**config.mk**
```make
export PLATFORM = sky130hd
export DESIGN_NAME = wb_regfile
export DESIGN_NICKNAME = d
export VERILOG_FILES = /design/src/rtl/mips_pkg.sv /design/src/rtl/load_ext.sv /design/src/rtl/wb_regfile.sv
export SDC_FILE = /design/constraint.sdc
export NUM_CORES = 2
export LEC_CHECK = 0
export BUFFER_PORTS_ARGS = -buffer_cell sky130_fd_sc_hd__buf_2
export CORE_MARGIN = 2
export CORE_UTILIZATION = 40
export CTS_CLUSTER_SIZE = 12
export DETAILED_ROUTE_END_ITERATION = 12
export PLACE_DENSITY = 0.58
export SYNTH_ARGS = -nofsm -noshare
export SYNTH_HDL_FRONTEND = slang
export SYNTH_HIERARCHICAL = 1
export SYNTH_SLANG_ARGS = --single-unit
export TNS_END_PERCENT = 1
```
**constraint.sdc**
```tcl
create_clock -name clk -period 3.1 [get_ports clk]
set_clock_uncertainty 0.15 [all_clocks]
set_input_delay 0.31 -clock clk [delete_from_list [all_inputs] [get_ports clk]]
set_output_delay 0.31 -clock clk [all_outputs]
set_load 0.05 [all_outputs]
```
**src/rtl/mips_pkg.sv**
```systemverilog
`default_nettype none
// ============================================================================
// Module      : mips_pkg
// Description : Shared constants for the writeback stage: load opcodes,
//               write-data select encodings and register index width.
// Revision    : 1.0 - initial release
// ============================================================================
package mips_pkg;

    // Register index width (32 architectural registers)
    localparam int REG_AW = 5;

    // Load opcodes that select an extension mode
    localparam logic [5:0] OP_LW  = 6'h23;
    localparam logic [5:0] OP_LB  = 6'h20;
    localparam logic [5:0] OP_LBU = 6'h24;
    localparam logic [5:0] OP_LH  = 6'h21;
    localparam logic [5:0] OP_LHU = 6'h25;

    // Write-data select encodings; 3 is reserved and behaves like WB_ALU
    localparam logic [1:0] WB_ALU = 2'd0;
    localparam logic [1:0] WB_MEM = 2'd1;
    localparam logic [1:0] WB_PC8 = 2'd2;

endpackage : mips_pkg
`default_nettype wire

```
**src/rtl/load_ext.sv**
```systemverilog
`default_nettype none
// ============================================================================
// Module      : load_ext
// Description : Load data extraction. Picks a byte or halfword out of an
//               aligned little-endian word and sign/zero extends it.
// Revision    : 1.0 - initial release
// ============================================================================
module load_ext
    import mips_pkg::*;
(
    input  logic [5:0]  opcode,
    input  logic [1:0]  off,
    input  logic [31:0] word,
    output logic [31:0] extWord
);

    logic [7:0]  w_byte;
    logic [15:0] w_half;

    // Select the addressed byte/half, then extend according to the opcode
    always_comb begin
        w_byte  = 8'h00;
        w_half  = off[1] ? word[31:16] : word[15:0];
        extWord = word;
        case (off)
            2'd0:    w_byte = word[7:0];
            2'd1:    w_byte = word[15:8];
            2'd2:    w_byte = word[23:16];
            default: w_byte = word[31:24];
        endcase
        case (opcode)
            OP_LB:   extWord = {{24{w_byte[7]}}, w_byte};
            OP_LBU:  extWord = {24'h000000, w_byte};
            OP_LH:   extWord = {{16{w_half[15]}}, w_half};
            OP_LHU:  extWord = {16'h0000, w_half};
            default: extWord = word;   // lw and any non-load opcode pass the word
        endcase
    end

endmodule : load_ext
`default_nettype wire

```
**src/rtl/wb_regfile.sv**
```systemverilog
`default_nettype none
// ============================================================================
// Module      : wb_regfile
// Description : Writeback stage and general register file. Selects final
//               write data, writes the GRF, provides two bypassed read ports
//               and counts committed register writes.
// Revision    : 1.0 - initial release
// ============================================================================
module wb_regfile
    import mips_pkg::*;
#(
    parameter int NREG  = 32,
    parameter int DW    = 32,
    parameter int CNT_W = 32
) (
    input  logic              clk,
    input  logic              reset_n,
    input  logic              RegWriteW,
    input  logic [REG_AW-1:0] WriteRegW,
    input  logic [1:0]        MemtoRegW,
    input  logic [5:0]        opcodeW,
    input  logic [DW-1:0]     ALUoutW,
    input  logic [DW-1:0]     DMoutW,
    input  logic [DW-1:0]     pcW,
    input  logic [REG_AW-1:0] A1,
    input  logic [REG_AW-1:0] A2,
    output logic [DW-1:0]     RD1,
    output logic [DW-1:0]     RD2,
    output logic [DW-1:0]     WDataW,
    output logic [CNT_W-1:0]  retire_cnt
);

    logic [DW-1:0]    r_grf [NREG];
    logic [CNT_W-1:0] r_retireCnt;
    logic [DW-1:0]    w_loadData;
    logic             w_commit;

    load_ext u_loadExt (
        .opcode  (opcodeW),
        .off     (ALUoutW[1:0]),
        .word    (DMoutW),
        .extWord (w_loadData)
    );

    // A write commits only out of reset and never to $0
    assign w_commit = reset_n && RegWriteW && (WriteRegW != '0);

    // Final write data; the reserved select value falls back to the ALU result
    always_comb begin
        WDataW = ALUoutW;
        case (MemtoRegW)
            WB_MEM:  WDataW = w_loadData;
            WB_PC8:  WDataW = pcW + DW'(8);
            default: WDataW = ALUoutW;
        endcase
    end

    // GRF and retire counter: cleared on reset, updated on each commit
    always_ff @(posedge clk) begin
        if (!reset_n) begin
            for (int i = 0; i < NREG; i++) begin
                r_grf[i] <= '0;
            end
            r_retireCnt <= '0;
        end else if (w_commit) begin
            r_grf[WriteRegW] <= WDataW;
            r_retireCnt      <= r_retireCnt + CNT_W'(1);
        end
    end

    // Read port 1 with write-through bypass of the committing write
    always_comb begin
        RD1 = r_grf[A1];
        if (A1 == '0) begin
            RD1 = '0;
        end else if (w_commit && (A1 == WriteRegW)) begin
            RD1 = WDataW;
        end
    end

    // Read port 2 with write-through bypass of the committing write
    always_comb begin
        RD2 = r_grf[A2];
        if (A2 == '0) begin
            RD2 = '0;
        end else if (w_commit && (A2 == WriteRegW)) begin
            RD2 = WDataW;
        end
    end

    assign retire_cnt = r_retireCnt;

endmodule : wb_regfile
`default_nettype wire

```
==> Yosys cells after proc, flatten, opt, wreduce, memory -nomap -nowiden <==
Memory sizes are Yosys's and may differ from the RTL's.
Index checks and enable logic that the tools add are counted.
{ "totals": {"reg_bits": 32, "mem_bits_rw": 1024, "out_inout_bits": 128, "mem_count": 1} }
{ "classes": {"n_addsub": 2, "n_eq_ne": 10, "n_mux": 15, "n_reduce_logical": 9} }
{ "mem_list": {"columns": ["memory", "words", "word_bits", "rd", "rd_ports_with_merged_regs", "wr", "line", "source"], "rows": [
  ["r_grf", 32, 32, 2, 0, 32, "wb_regfile.sv:33", "logic [DW-1:0] r_grf [NREG];"]
]} }
{ "ops": {"columns": ["operator", "n"], "rows": [
  ["32-bit 2-to-1 mux", 5],
  ["32-bit one-hot mux with 4 select lines", 1],
  ["32-bit one-hot mux with 2 select lines", 1],
  ["32-bit by 1-bit adder with 32-bit output, second input constant", 1],
  ["32-bit by 4-bit adder with 32-bit output, second input constant", 1],
  ["32-bit OR reduction", 1],
  ["6-bit == test, second input constant", 4],
  ["8-bit one-hot mux with 3 select lines", 1],
  ["16-bit 2-to-1 mux", 1],
  ["5-bit == test", 2],
  ["5-bit logical NOT", 2],
  ["1-bit 2-to-1 mux", 5],
  ["5-bit 2-to-1 mux", 1],
  ["5-bit nonzero test", 1],
  ["2-bit by 1-bit == test with 1-bit output, second input constant", 2],
  ["2-bit == test, second input constant", 2],
  ["1-bit logical AND", 4],
  ["2-bit logical NOT", 1]
]} }

==> Longest topological paths before layout <==
{ "logic_depth": {"ltp_word": 7, "depth_mapped": 14, "mapped_depth_nobuf": 9} }

==> Cells and area by module <==
The synthesis kept the hierarchy.
{ "by_module_without_submodules": {"columns": ["mod", "instances", "cells_each", "area_per_inst_um2"], "rows": [
  ["wb_regfile", 1, 3923, 55650.9],
  ["load_ext", 1, 113, 882.1]
]} }

==> Worst setup path before layout <==
Ideal clock, no wire load.
{ "synth_timing": {"path_type": "input-to-output", "start": "input port opcodeW[3]", "end": "output port RD1[29]", "t_arrival_ns": 3.249, "required_ns": 2.640, "path_slack_ns": -0.609, "cell_stages": 10, "n_path_buf": 3, "path_cell_list": "or4b_1 > buf_6 > a211o_1 > buf_2 > o21ai_1 > and3_1 > a21oi_1 > and3_1 > buf_2 > a211oi_1"} }
{ "synth_between": {"elab_chain_cells": 5, "word_cells_on_any_way": 8, "classes_between": "eq/ne: 4; mux: 4"} }
{ "synth_lines": {"columns": ["item", "line", "source"], "rows": [
  ["start: declaration", "wb_regfile.sv:21", "input logic [5:0] opcodeW,"],
  ["6-bit == test", "load_ext.sv:31", "case (opcode)"],
  ["32-bit one-hot mux with 4 select lines (*)", "load_ext.sv:31", null],
  ["named net w_loadData[29]", "wb_regfile.sv:35", "logic [DW-1:0] w_loadData;"],
  ["32-bit one-hot mux with 2 select lines (*)", "wb_regfile.sv:51", "case (MemtoRegW)"],
  ["32-bit 2-to-1 mux (*)", "wb_regfile.sv:76", "end else if (w_commit && (A1 == WriteRegW)) begin"],
  ["32-bit 2-to-1 mux (*)", "wb_regfile.sv:74", "if (A1 == '0) begin"],
  ["end: declaration", "wb_regfile.sv:27", "output logic [DW-1:0] RD1,"]
]} }
The timed path passes the listed nets; every way through them passes the cells marked *.

==> impl_results.md <==
* Ratio of cells with drive above 1 in the final layout at 0.371
* Synth Instances at between 4000 and 5000
* Sink Count at 1056
* Final Hold Viols at 0
* WL/cell at 34.1 um
* Max-slew violation count at 0
* Area Growth Syn to Fin at 22.0%
* Warnings from Yosys at 6
* Synth Register Bits at between 1000 and 1500
* Worst hold path class: in -> reg
* Critical Path AT at 3.12 ns
* Relative slew margins at 0.186
* Antenna Nets Post-Route at 0
* Compound-gate portion of the synthesized area at 0.0428
* Via count at roughly 42000
* CTS tree: built
* Post-Synth Adder-Cell Area at 0.000885
* CP Class: reg -> out
* XOR/XNOR Fraction of Synth Area at 0.00790
* Die Y at 380 um
* Starting DRT DRC Count at 6067
* Hold slack at ~0.08 ns
* Post-layout util at 0.493
* Mux contribution to synthesized area at 0.250
* Top Family by Delay on Critical Path: compound AO/OA/AOI/OAI gates
* Initial Util at 0.404
* Routed wire length at between 200000 and 250000 um
* Register area share after synthesis at 0.555
* Largest net degree at the start of global routing at 44
* DP HPWL at between 100000 and 150000 um
* Worst Path Required at 2.64 ns
* EDFF count, synth at 1024
* Peak supply drop at 0.480 mV
* Buffers & Inverters on Critical Path at 3
* Vias in the first global route at 41033
* CP startpoint kind: flop
* First-pass GRT wire length at roughly 310000 um
* Remaining DRCs at 0
* Antenna violations before repair at 4
* GR Overflow Total at 0
* Minimum clock period at 3.58 ns
* Failing checks: setup timing
* DRT Pass-1 Iters at 6
* RSZ-0062 raised after global routing: true
* H-tree depth at 3
* Worst-path clk slew at 0.06 ns
* Crit-path slowest cell: mux4_2
* LEAKAGE at 24.5 nW
* Worst skew pair latency at between 0.7 and 0.8 ns
* Simple-Gate Fraction of Synth Area at 0.103
* Die Wd at 380 um
* Status: complete, but fails checks
* Final worst path period share at 1.16
* Max Clock Freq at around 280 MHz
* Final setup violation count at 62
* Worst Tran Pin Value at 1.22 ns
* Max Root-Sink Buffers at 3
* Standard-cell rows at about 140
* Vias per cell at 6.45
* Crit path largest cell delay at 0.50 ns
* CP Max Fanout at 2
* Power per cell area at 544 nW/um^2
* Cts bufs inserted at 112
* Post-synthesis async set-or-reset flop share at 0
* # nets final at 4650
* Distinct cells, synth at 73
* CTS Root Cell: clkbuf_16
* Worst Setup End Kind: primary output
* Largest family of logic cells by synthesized area: multiplexers
* PortBufs at ~250
* Final WS setup at -0.485 ns
* RePlAce Congestion at 0.932
* Placeable core area at ~140000 um^2
* N_diodes at 0
* Mapped Area at 56500 um^2
* Synthesized area per cell at 14.0 um^2
* Final total power at between 30 and 40 mW
* Total GRT Usage at 0.302
* Number of I/O pins at 250
* Ys flop type: edfxtp_1
* Max-Cap Viols at 0
* CP cell instances: mux4_2, a32o_1, a222oi_1, buf_4, nor3b_4, buf_6, a211oi_4, clkbuf_16
* Die area at 144000 um^2
## area by class of cell
type,count,area [um^2]
Fill cell,12037,70900
Sequential cell,1056,31400
Multi-Input combinational cell,2540,24200
Timing Repair Buffer,768,7320
Clock buffer,137,2920
Tap cell,1876,2350
Clock inverter,63,613
Inverter,46,176
## placed cells by master (no fill, tap or decap), types with 24 or more instances in the layout
cell,instances
buf_2,175
mux2i_1,146
edfxtp_1,1024
nand2_2,62
conb_1,32
o22ai_1,46
a211oi_2,59
clkinv_1,32
and3_1,28
clkbuf_1,24
a21oi_1,36
nor2_1,1023
buf_4,409
nand2_1,93
inv_1,40
clkbuf_16,114
xnor2_1,31
buf_12,144
a211oi_1,40
nor2b_1,34
dfxtp_1,32
mux4_2,556
## through the flow
step	setup WS [ns]	area [um^2]	cells	TNS, ns
floorplan	-0.444	56700	4067	-21.14
global placement	-0.622	64400	6275	-43.83
detailed placement	-0.684	64400	6275	-39.62
CTS	-0.498	68700	6485	-9.24
global route	-0.532	69000	6486	-11.91
finish	-0.485	69000	6486	-8.22
## per-layer routing
layer,wire [um],part of all wire,GRT usage
met5,27,0.00012,0
met4,11900,0.054,0.136
met3,28700,0.13,0.0871
met2,98900,0.45,0.455
met1,81700,0.37,0.407
## cell usage after synthesis, drive strengths merged, types with 24 or more instances
cell,instances,share of area
and3,29,0.0032
nor2b,35,0.0039
mux4,556,0.22
buf,172,0.020
a21oi,42,0.0037
dfxtp,32,0.011
nor3,26,0.0023
o21ai,46,0.0041
xnor2,31,0.0048
mux2i,150,0.027
nor2,1045,0.070
clkbuf,253,0.017
inv,45,0.0030
nand3,24,0.0022
edfxtp,1024,0.54
a211oi,109,0.014
o22ai,52,0.0058
nand2,155,0.010
## sequential cells by signal, indices dropped and copies added (netlist names)
signal,flops
r_grf,1024
retire_cnt,32
## report_power, final
part / switching [mW] / leakage, nW / internal, mW
logic: 4.28 / 12.8 / 3.05
registers: 0.381 / 10.0 / 16.4
clock network: 5.82 / 1.72 / 7.55
total: 10.5 / 24.5 / 27.0
## tightest hold or removal path: cells and delay by family
family	cells	cell delay (ns)
and+or+nand+nor	1	0.10
AOI/OAI and AO/OA	1	0.12
buffers and inverters	2	0.33
## timing repair
item,CTS,global route
setup buffers,1,1
hold endpoints to repair,101,0
gates resized for setup,163,50
setup endpoints to repair,76,74
pin swaps,57,9
hold buffers,9,0
## final timing paths
kind,startpoint,end,slack [ns],cells after the start
setup reg to reg,retire_cnt[3]$_SDFFE_PN0P_,retire_cnt[27]$_SDFFE_PN0P_,0.95,7
hold reg to reg,retire_cnt[26]$_SDFFE_PN0P_,retire_cnt[26]$_SDFFE_PN0P_,0.34,2
setup / recovery,r_grf[31][25]$_SDFFCE_PN0P_,RD2[25],-0.48,8
hold / removal,ALUoutW[13],r_grf[24][13]$_SDFFCE_PN0P_,0.08,4
## cells by family (layout without fill, tap and decap cells)
| kind of cell | Yosys count | in the layout |
|---|---|---|
| muxes | 715 | 715 |
| and+or+nand+nor | 1399 | 1399 |
| xor gates and xnor gates | 51 | 51 |
| DFF | 1056 | 1056 |
| AOI/OAI and AO/OA | 339 | 339 |
| adders and majority gates | 4 | 4 |
| other | 1 | 32 |
| buffers and inverters | 471 | 1014 |
(Power assumes the default switching activity.)
